File: config.mk
export PLATFORM = sky130hd
export DESIGN_NAME = pixel_fetch_4c_flat
export DESIGN_NICKNAME = d
export VERILOG_FILES = /design/src/rtl/vga_4c_pkg.sv /design/src/rtl/pixel_fetch_4c_if.sv /design/src/rtl/pix_shreg_2bpp.sv /design/src/rtl/pixel_fetch_4c.sv /design/src/flat_wrapper.sv
export SDC_FILE = /design/constraint.sdc
export NUM_CORES = 1
export LEC_CHECK = 0
export CORE_MARGIN = 2
export CORE_UTILIZATION = 45
export CTS_CLUSTER_DIAMETER = 100
export DETAILED_ROUTE_END_ITERATION = 16
export PLACE_DENSITY_LB_ADDON = 0.08
export SLEW_MARGIN = 20
export SYNTH_ARGS = -nofsm -noshare
export SYNTH_HDL_FRONTEND = slang
export SYNTH_SLANG_ARGS = --single-unit
File: constraint.sdc
create_clock -name i_clk -period 8.7 [get_ports i_clk]
set_clock_uncertainty 0.1 [all_clocks]
set_input_delay 2.61 -clock i_clk [delete_from_list [all_inputs] [get_ports i_clk]]
set_output_delay 2.61 -clock i_clk [all_outputs]
set_load 0.05 [all_outputs]
File: src/rtl/vga_4c_pkg.sv
// Shared definitions for the 4-colour (2 bpp) display path.
//   BPP          : bits per pixel in the packed image
//   PIX_PER_WORD : pixels held by one 16-bit image word
//   fetch_state_t: pixel fetch controller states
//   color_idx_t  : palette colour index
package vga_4c_pkg;

    localparam int BPP          = 2;
    localparam int PIX_PER_WORD = 8;

    typedef enum logic [2:0] {
        IDLE,
        FILL0,
        FILL1,
        RUN,
        DONE
    } fetch_state_t;

    typedef logic [BPP-1:0] color_idx_t;

endpackage

File: src/rtl/pixel_fetch_4c_if.sv
// Image memory read port (synchronous, 1-cycle read latency).
//   rd   : read strobe (master -> memory)
//   addr : word address, valid while rd is high (master -> memory)
//   data : read data, valid the cycle after rd (memory -> master)
interface pixel_fetch_4c_if #(
    parameter int AW = 12
);

    logic          rd;
    logic [AW-1:0] addr;
    logic [15:0]   data;

    modport master (output rd, output addr, input data);
    modport slave  (input rd, input addr, output data);

endinterface

File: src/rtl/pix_shreg_2bpp.sv
// Two-word pixel shifter for 2 bpp packed words, MSB pixel first.
//   i_load   : shift <= i_data, pixel counter <= 0 (line setup)
//   i_reload : next <= i_data (prefetch word arriving from memory)
//   i_shift  : advance one pixel; after the 8th pixel shift <= next
//   o_idx    : colour index of the current pixel
//   o_last   : current pixel is the last one of the word
module pix_shreg_2bpp
    import vga_4c_pkg::*;
(
    input  logic        i_clk,
    input  logic        i_rst_n,
    input  logic        i_load,
    input  logic        i_reload,
    input  logic        i_shift,
    input  logic [15:0] i_data,
    output color_idx_t  o_idx,
    output logic        o_last
);

    logic [15:0] shift_q, shift_d;
    logic [15:0] next_q, next_d;
    logic [2:0]  pix_q, pix_d;

    always_comb begin
        shift_d = shift_q;
        next_d  = next_q;
        pix_d   = pix_q;
        if (i_load) begin
            shift_d = i_data;
            pix_d   = '0;
        end else if (i_shift) begin
            if (o_last) begin
                shift_d = next_q;
                pix_d   = '0;
            end else begin
                shift_d = {shift_q[15-BPP:0], {BPP{1'b0}}};
                pix_d   = pix_q + 3'd1;
            end
        end
        if (i_reload) begin
            next_d = i_data;
        end
    end

    always_ff @(posedge i_clk or negedge i_rst_n) begin
        if (!i_rst_n) begin
            shift_q <= '0;
            next_q  <= '0;
            pix_q   <= '0;
        end else begin
            shift_q <= shift_d;
            next_q  <= next_d;
            pix_q   <= pix_d;
        end
    end

    assign o_idx  = shift_q[15:16-BPP];
    assign o_last = (pix_q == 3'(PIX_PER_WORD - 1));

endmodule

File: src/rtl/pixel_fetch_4c.sv
// Pixel fetch controller: reads a packed 2 bpp image line by line from
// a synchronous word memory (one word of prefetch) and delivers one
// registered colour index per active pixel, one cycle after i_de.
//   i_clk, i_rst_n   : pixel clock, async active-low reset
//   i_frame_start    : frame pulse, restarts at line 0 / address 0
//   i_line_start     : line pulse, sets up the next line (aborts any line)
//   i_de             : display enable, one pixel per high cycle
//   mem              : image memory read port (master)
//   o_color, o_on    : palette colour index and inside-image flag
module pixel_fetch_4c
    import vga_4c_pkg::*;
#(
    parameter int IMG_W = 160,
    parameter int IMG_H = 120,
    parameter int AW    = 12
) (
    input  logic                    i_clk,
    input  logic                    i_rst_n,
    input  logic                    i_frame_start,
    input  logic                    i_line_start,
    input  logic                    i_de,
    pixel_fetch_4c_if.master        mem,
    output color_idx_t              o_color,
    output logic                    o_on
);

    localparam int WPL = IMG_W / PIX_PER_WORD;
    localparam int CW  = $clog2(IMG_W + 1);
    localparam int WW  = $clog2(WPL + 1);
    localparam int LW  = $clog2(IMG_H + 1);

    fetch_state_t  state_q, state_d;
    logic [LW-1:0] line_cnt_q, line_cnt_d;
    logic [AW-1:0] base_q, base_d;      // word 0 address of the next image line
    logic [AW-1:0] waddr_q, waddr_d;    // next word address to issue
    logic [CW-1:0] col_q, col_d;
    logic [WW-1:0] words_q, words_d;
    logic          pend_q, pend_d;      // prefetch data lands this cycle
    color_idx_t    color_q, color_d;
    logic          on_q, on_d;

    logic          rd;
    logic [AW-1:0] addr;
    logic          sr_load, sr_reload, sr_shift;
    color_idx_t    sr_idx;
    logic          sr_last;
    logic [LW-1:0] line_eff;
    logic [AW-1:0] base_eff;

    pix_shreg_2bpp u_shreg (
        .i_clk    (i_clk),
        .i_rst_n  (i_rst_n),
        .i_load   (sr_load),
        .i_reload (sr_reload),
        .i_shift  (sr_shift),
        .i_data   (mem.data),
        .o_idx    (sr_idx),
        .o_last   (sr_last)
    );

    always_comb begin
        state_d    = state_q;
        line_cnt_d = line_cnt_q;
        base_d     = base_q;
        waddr_d    = waddr_q;
        col_d      = col_q;
        words_d    = words_q;
        pend_d     = 1'b0;
        color_d    = '0;
        on_d       = 1'b0;
        rd         = 1'b0;
        addr       = waddr_q;
        sr_load    = 1'b0;
        sr_reload  = pend_q;
        sr_shift   = 1'b0;
        line_eff   = line_cnt_q;
        base_eff   = base_q;

        // Frame start is applied before a coincident line start, so the
        // line set up in the same cycle is line 0 at address 0.
        if (i_frame_start) begin
            state_d    = IDLE;
            line_cnt_d = '0;
            base_d     = '0;
            line_eff   = '0;
            base_eff   = '0;
        end

        if (i_line_start) begin
            if (line_eff != LW'(IMG_H)) begin
                line_cnt_d = line_eff + LW'(1);
            end
            if (line_eff < LW'(IMG_H)) begin
                rd      = 1'b1;
                addr    = base_eff;
                waddr_d = base_eff + AW'(1);
                base_d  = base_eff + AW'(WPL);
                state_d = FILL0;
            end else begin
                state_d = IDLE;
            end
        end else if (!i_frame_start) begin
            case (state_q)
                FILL0: begin
                    sr_load = 1'b1;
                    rd      = 1'b1;
                    waddr_d = waddr_q + AW'(1);
                    state_d = FILL1;
                end
                FILL1: begin
                    sr_reload = 1'b1;
                    col_d     = '0;
                    words_d   = WW'(2);
                    state_d   = RUN;
                end
                RUN: begin
                    if (i_de) begin
                        on_d     = 1'b1;
                        color_d  = sr_idx;
                        sr_shift = 1'b1;
                        col_d    = col_q + CW'(1);
                        if (sr_last && (words_q < WW'(WPL))) begin
                            rd      = 1'b1;
                            waddr_d = waddr_q + AW'(1);
                            words_d = words_q + WW'(1);
                            pend_d  = 1'b1;
                        end
                        if (col_q == CW'(IMG_W - 1)) begin
                            state_d = DONE;
                        end
                    end
                end
                default: ;
            endcase
        end
    end

    always_ff @(posedge i_clk or negedge i_rst_n) begin
        if (!i_rst_n) begin
            state_q    <= IDLE;
            line_cnt_q <= '0;
            base_q     <= '0;
            waddr_q    <= '0;
            col_q      <= '0;
            words_q    <= '0;
            pend_q     <= 1'b0;
            color_q    <= '0;
            on_q       <= 1'b0;
        end else begin
            state_q    <= state_d;
            line_cnt_q <= line_cnt_d;
            base_q     <= base_d;
            waddr_q    <= waddr_d;
            col_q      <= col_d;
            words_q    <= words_d;
            pend_q     <= pend_d;
            color_q    <= color_d;
            on_q       <= on_d;
        end
    end

    assign mem.rd   = rd;
    assign mem.addr = addr;
    assign o_color  = color_q;
    assign o_on     = on_q;

endmodule

File: src/flat_wrapper.sv
// flat-port wrapper written by rule: the top's interface ports become plain ports
module pixel_fetch_4c_flat import vga_4c_pkg::*;
#(
    parameter int IMG_W = 160,
    parameter int IMG_H = 120,
    parameter int AW    = 12
)
  (i_clk, i_rst_n, i_frame_start, i_line_start, i_de, o_color, o_on, mem_rd, mem_addr, mem_data);
  pixel_fetch_4c_if #(.AW(AW)) mem_i ();
  input  logic i_clk;
  input  logic i_rst_n;
  input  logic i_frame_start;
  input  logic i_line_start;
  input  logic i_de;
  output color_idx_t o_color;
  output logic o_on;
  output wire logic [$bits(mem_i.rd)-1:0] mem_rd;
  output wire logic [$bits(mem_i.addr)-1:0] mem_addr;
  input wire logic [$bits(mem_i.data)-1:0] mem_data;
  assign mem_rd = mem_i.rd;
  assign mem_addr = mem_i.addr;
  assign mem_i.data = mem_data;
  pixel_fetch_4c #(.IMG_W(IMG_W), .IMG_H(IMG_H), .AW(AW)) u_core (.i_clk(i_clk), .i_rst_n(i_rst_n), .i_frame_start(i_frame_start), .i_line_start(i_line_start), .i_de(i_de), .mem(mem_i), .o_color(o_color), .o_on(o_on));
endmodule
==> metrics.txt <==
# TYPE chip_impl_metric gauge
chip_impl_metric{name="routed_wire_length_per_instance",unit="um"} 16.5
chip_impl_metric{name="coreArea",unit="sq um"} 9820
chip_impl_metric{name="part_of_the_yosys_area_used_for_sequential_elements",unit="%"} 47.3
chip_impl_metric{name="relSlewSlack",unit="%"} 26.4
chip_impl_info{name="crit_path_end",value="mem_rd"} 1
chip_impl_metric{name="dieHeight",unit="um"} 105
chip_impl_metric{name="p_seq_share",unit="%"} 48.8
chip_impl_metric{name="chipWidth",unit="um"} 105
chip_impl_metric{name="layout-drive-gt1-share",unit="%"} 17.1
chip_impl_metric{name="worst-endpoint-required",unit="ps"} 5990
chip_impl_metric{name="routed-wl-met3",unit="um"} 443
chip_impl_metric{name="remaining_drc_errors",unit=""} 0
chip_impl_metric{name="slew_viol_final",unit=""} 0
chip_impl_info{name="timing.rr.end",value="u_core.waddr_q[9]$_DFFE_PN0P_"} 1
chip_impl_metric{name="met2RoutedLength",unit="mm"} 4.70
chip_impl_metric{name="floorplan.die_area",unit="sq um"} 10900
chip_impl_metric{name="detailedRoute.firstPassIterationCount",unit=""} 5
chip_impl_metric{name="timing.reg2reg.worst_path_depth",unit=""} 7
chip_impl_metric{name="cts_max_path_buffers",unit=""} 2
chip_impl_metric{name="yosys_warnings",unit=""} 0
chip_impl_metric{name="total_net_switching_power",unit="W"} 0.000254
chip_impl_metric{name="worst_ep_arrival_time",unit="ps"} 5100
chip_impl_metric{name="largest_net_degree_at_the_start_of_global_routing",unit=""} 70
chip_impl_metric{name="worst_setup_hold_path_clk_slew",unit="ps"} 80
chip_impl_metric{name="mappedNetlistArea",unit="sq um"} 4550
chip_impl_info{name="synth_top_flop_cell",value="dfrtp_1"} 1
chip_impl_info{name="crit_start",value="i_frame_start"} 1
chip_impl_metric{name="drt_iter0_markers",unit=""} 183
chip_impl_metric{name="synthDominantCellAreaShare",unit="%"} 47.3
chip_impl_metric{name="starting_utilization_of_the_core_area",unit="%"} 46.4
chip_impl_metric{name="final.setup.tns",unit="ps"} 0
chip_impl_metric{name="layout_worst_path_cycle_share",unit="%"} 89.8
chip_impl_metric{name="routed_wirelength",unit="mm"} 10.2
chip_impl_metric{name="areaGrowthSynthToFinish",unit="%"} 17.4
chip_impl_metric{name="postCtsHoldBufs",unit=""} 0
chip_impl_metric{name="post_cts_resize_count",unit=""} 0
chip_impl_metric{name="vias",unit=""} 3468
chip_impl_metric{name="irDropWorstVdd",unit="uV"} 121
chip_impl_metric{name="timing.final.crit_period",unit="ps"} 7810
chip_impl_info{name="ctsRootBufferMaster",value="clkbuf_8"} 1
chip_impl_metric{name="intPower",unit="W"} 0.000729
chip_impl_metric{name="pwr-share-clk",unit="%"} 35.4
chip_impl_metric{name="groute.usage.overall",unit="%"} 19.6
chip_impl_metric{name="detailed_place_hpwl",unit="mm"} 6.66
chip_impl_metric{name="design.final.nets",unit=""} 509
chip_impl_info{name="ys_top_cells_by_area",value="dfrtp_1, mux2_2, nand2_1"} 1
chip_impl_info{name="path_class",value="primary input to output port"} 1
chip_impl_metric{name="swShare",unit="%"} 25.8
chip_impl_metric{name="cellLeakagePower",unit="nW"} 2.26
chip_impl_info{name="timing.rr.start",value="u_core.u_shreg.pix_q[0]$_DFFE_PN0P_"} 1
chip_impl_metric{name="diodes",unit=""} 0
chip_impl_metric{name="r2r_setup_slack",unit="ps"} 5770
chip_impl_metric{name="combinationalPowerShare",unit="%"} 15.8
chip_impl_metric{name="final-hold-violation-count",unit=""} 0
chip_impl_info{name="sort_of_element_at_the_end_of_the_critical_path",value="output port"} 1
chip_impl_info{name="min-delay-start",value="u_core.base_q[10]$_DFF_PN0_"} 1
chip_impl_metric{name="dpl_worst_slack",unit="ps"} 889
chip_impl_metric{name="met1_layer_wirelength_in_the_final_routing",unit="mm"} 4.91
chip_impl_info{name="setup.worst_path.start_class",value="primary input"} 1
chip_impl_metric{name="fmaxAchievable",unit="GHz"} 0.128
chip_impl_metric{name="path_max_fanout",unit=""} 19
chip_impl_metric{name="cts_max_level",unit=""} 3
chip_impl_metric{name="number_of_flip_flops_and_latches_in_the_synthesized_netlist",unit=""} 86
chip_impl_metric{name="worstMarginPinSlew",unit="ps"} 1080
chip_impl_metric{name="synthesis.area_per_instance",unit="sq um"} 10.1
chip_impl_metric{name="postCtsSetupRepairBufs",unit=""} 0
chip_impl_info{name="rsz_0062_raised_after_global_routing",value="no"} 1
chip_impl_info{name="run_status",value="finished clean"} 1
chip_impl_metric{name="clock_sinks",unit=""} 86
chip_impl_metric{name="synth_enable_flop_cells",unit=""} 0
chip_impl_metric{name="postSynthNetCount",unit=""} 480
chip_impl_metric{name="place.gp.congestion",unit=""} 0.817
chip_impl_metric{name="final_antenna_net_count",unit=""} 0
chip_impl_metric{name="layout_setup_ws",unit="ps"} 889
chip_impl_metric{name="port-buffer-count",unit=""} 36
chip_impl_metric{name="fp-row-count",unit=""} 36
chip_impl_metric{name="insertion_delay",unit="ps"} 360
chip_impl_metric{name="synth_cell_type_count",unit=""} 54
chip_impl_metric{name="grt_pass1_wl",unit="mm"} 17.4
chip_impl_metric{name="i_o_pin_count",unit=""} 37
chip_impl_metric{name="finalSetupViolations",unit=""} 0
chip_impl_metric{name="finalCoreUtilization",unit="%"} 54.4
chip_impl_info{name="holdCritPathClass",value="flip-flop to flip-flop"} 1
chip_impl_metric{name="first_global_vias",unit=""} 3335
chip_impl_metric{name="max_cap_violations",unit=""} 0
chip_impl_metric{name="cts_bufs_inserted",unit=""} 9
chip_impl_metric{name="synthesis.instances",unit=""} 451
chip_impl_info{name="synth.largest_area_cell",value="dfrtp_1"} 1
chip_impl_info{name="highest-signal-layer",value="met4"} 1
chip_impl_info{name="cts_tree",value="done"} 1
chip_impl_metric{name="global_route.overflow_total",unit=""} 0
chip_impl_metric{name="power.density",unit="nW/um^2"} 184
chip_impl_metric{name="initial_antenna_violation_count",unit=""} 0
chip_impl_metric{name="postSynth.asyncResetShare",unit="%"} 100
chip_impl_metric{name="vias_per_cell",unit=""} 5.61
-- state kept, by name, indices dropped and copies added, names as in the netlist, 2 cells and up --
register	flops
u_core.u_shreg.next_q	16
u_core.u_shreg.shift_q	16
u_core.base_q	12
u_core.waddr_q	12
u_core.col_q	8
u_core.line_cnt_q	7
u_core.words_q	5
u_core.state_q	3
u_core.u_shreg.pix_q	3
u_core.o_color	2
-- power groups by stage --
stage | clock network [W] | registers (W) | logic, W
5_1_grt | 0.000375 | 0.000486 | 0.000172
3_3_place_gp | 0 | 0.000485 | 0.000153
3_5_place_dp | 0 | 0.000487 | 0.000156
6_report | 0.000348 | 0.000479 | 0.000156
4_1_cts | 0.000356 | 0.000479 | 0.000157
2_1_floorplan | 0 | 0.000477 | 0.000107
-- metrics by stage --
stage	cells	power, W	hold slack, ps	cell area [sq um]
after CTS	617	0.000992	389	5340
after global placement	601	0.000639	370	5090
after global routing	618	0.00103	414	5350
after floorplan	451	0.000584	347	4550
after detailed placement	601	0.000642	366	5090
final	618	0.000983	383	5350
-- layer usage --
layer  vias to the layer above  GRT usage, %
li1                       1670             -
met1                      1710          29.2
met2                        77          29.3
met3                        11          3.99
met4                         0          4.95
met5                         -             0
-- cell families (layout without fill, tap and decap cells) --
| group | after synthesis | after routing | synth area share, % |
|---|---|---|---|
| fa+ha+maj | 8 | 8 | 2.20 |
| flops | 86 | 86 | 47.3 |
| buf+inv | 33 | 67 | 2.94 |
| simple gates | 174 | 174 | 20.1 |
| compound gates | 84 | 84 | 13.0 |
| mux | 42 | 42 | 9.89 |
| xor+xnor | 24 | 24 | 4.62 |
-- critical path: stages --
cell	delay, ps
clkdlybuf4s50_1	680
and4b_1	450
a21oi_2	200
nor3_4	620
inv_1	300
buf_12	230
-- worst min path at each step --
stage	cells past startpoint	end	slack, ps
6_report	1	u_core.base_q[10]$_DFF_PN0_	380
5_1_grt	1	u_core.base_q[10]$_DFF_PN0_	410
4_1_cts	1	u_core.base_q[10]$_DFF_PN0_	390
3_5_place_dp	1	u_core.o_color[0]$_DFF_PN0_	370
3_3_place_gp	1	u_core.o_color[1]$_DFF_PN0_	370
2_1_floorplan	1	u_core.base_q[10]$_DFF_PN0_	350
-- cells in the mapped netlist (all sizes together) (2+ instances only) --
cell     instances
dfrtp           86
nand2           56
nor2            32
mux2            24
o21ai           23
a21oi           20
clkbuf          18
mux2i           18
o221a           14
xnor2           13
nand2b          12
nand3           12
nand3b          11
xor2            11
nand4            9
nor2b            9
ha               8
inv              7
a22oi            6
and2             6
buf              6
nand4b           6
nor3             6
a21o             3
nor4             3
a2111oi          2
a211oi           2
a31oi            2
a32oi            2
and3             2
clkinv           2
or2              2
or3              2
or4              2
-- placed cells by master (no fill, tap or decap), types with 2 or more instances in the layout --
cell / instances
a2111oi_0: 2
a211oi_1: 2
a21o_1: 3
a21oi_1: 19
a22oi_1: 6
a31oi_1: 2
a32oi_1: 2
and2_1: 6
and3_1: 2
buf_12: 8
buf_4: 12
bufinv_16: 3
clkbuf_1: 2
clkbuf_8: 11
clkdlybuf4s50_1: 22
dfrtp_1: 86
ha_1: 8
inv_1: 7
mux2_2: 24
mux2i_1: 18
nand2_1: 56
nand2b_1: 12
nand3_1: 12
nand3b_1: 11
nand4_1: 9
nand4b_1: 6
nor2_1: 31
nor2b_1: 9
nor3_1: 5
nor4_1: 2
o21ai_0: 23
o221a_2: 14
or2_2: 2
or3_1: 2
xnor2_1: 13
xor2_1: 11
-- layout make-up --
| cell class | count | area (sq um) |
|---|---|---|
| Tap cell | 133 | 166 |
| Multi-Input combinational cell | 332 | 2270 |
| Clock inverter | 3 | 90.1 |
| Inverter | 9 | 38.8 |
| Timing Repair Buffer | 42 | 470 |
| Sequential cell | 86 | 2150 |
| Clock buffer | 13 | 159 |
| Fill cell | 937 | 4470 |
No activity file was read; power rests on OpenSTA's default activity.
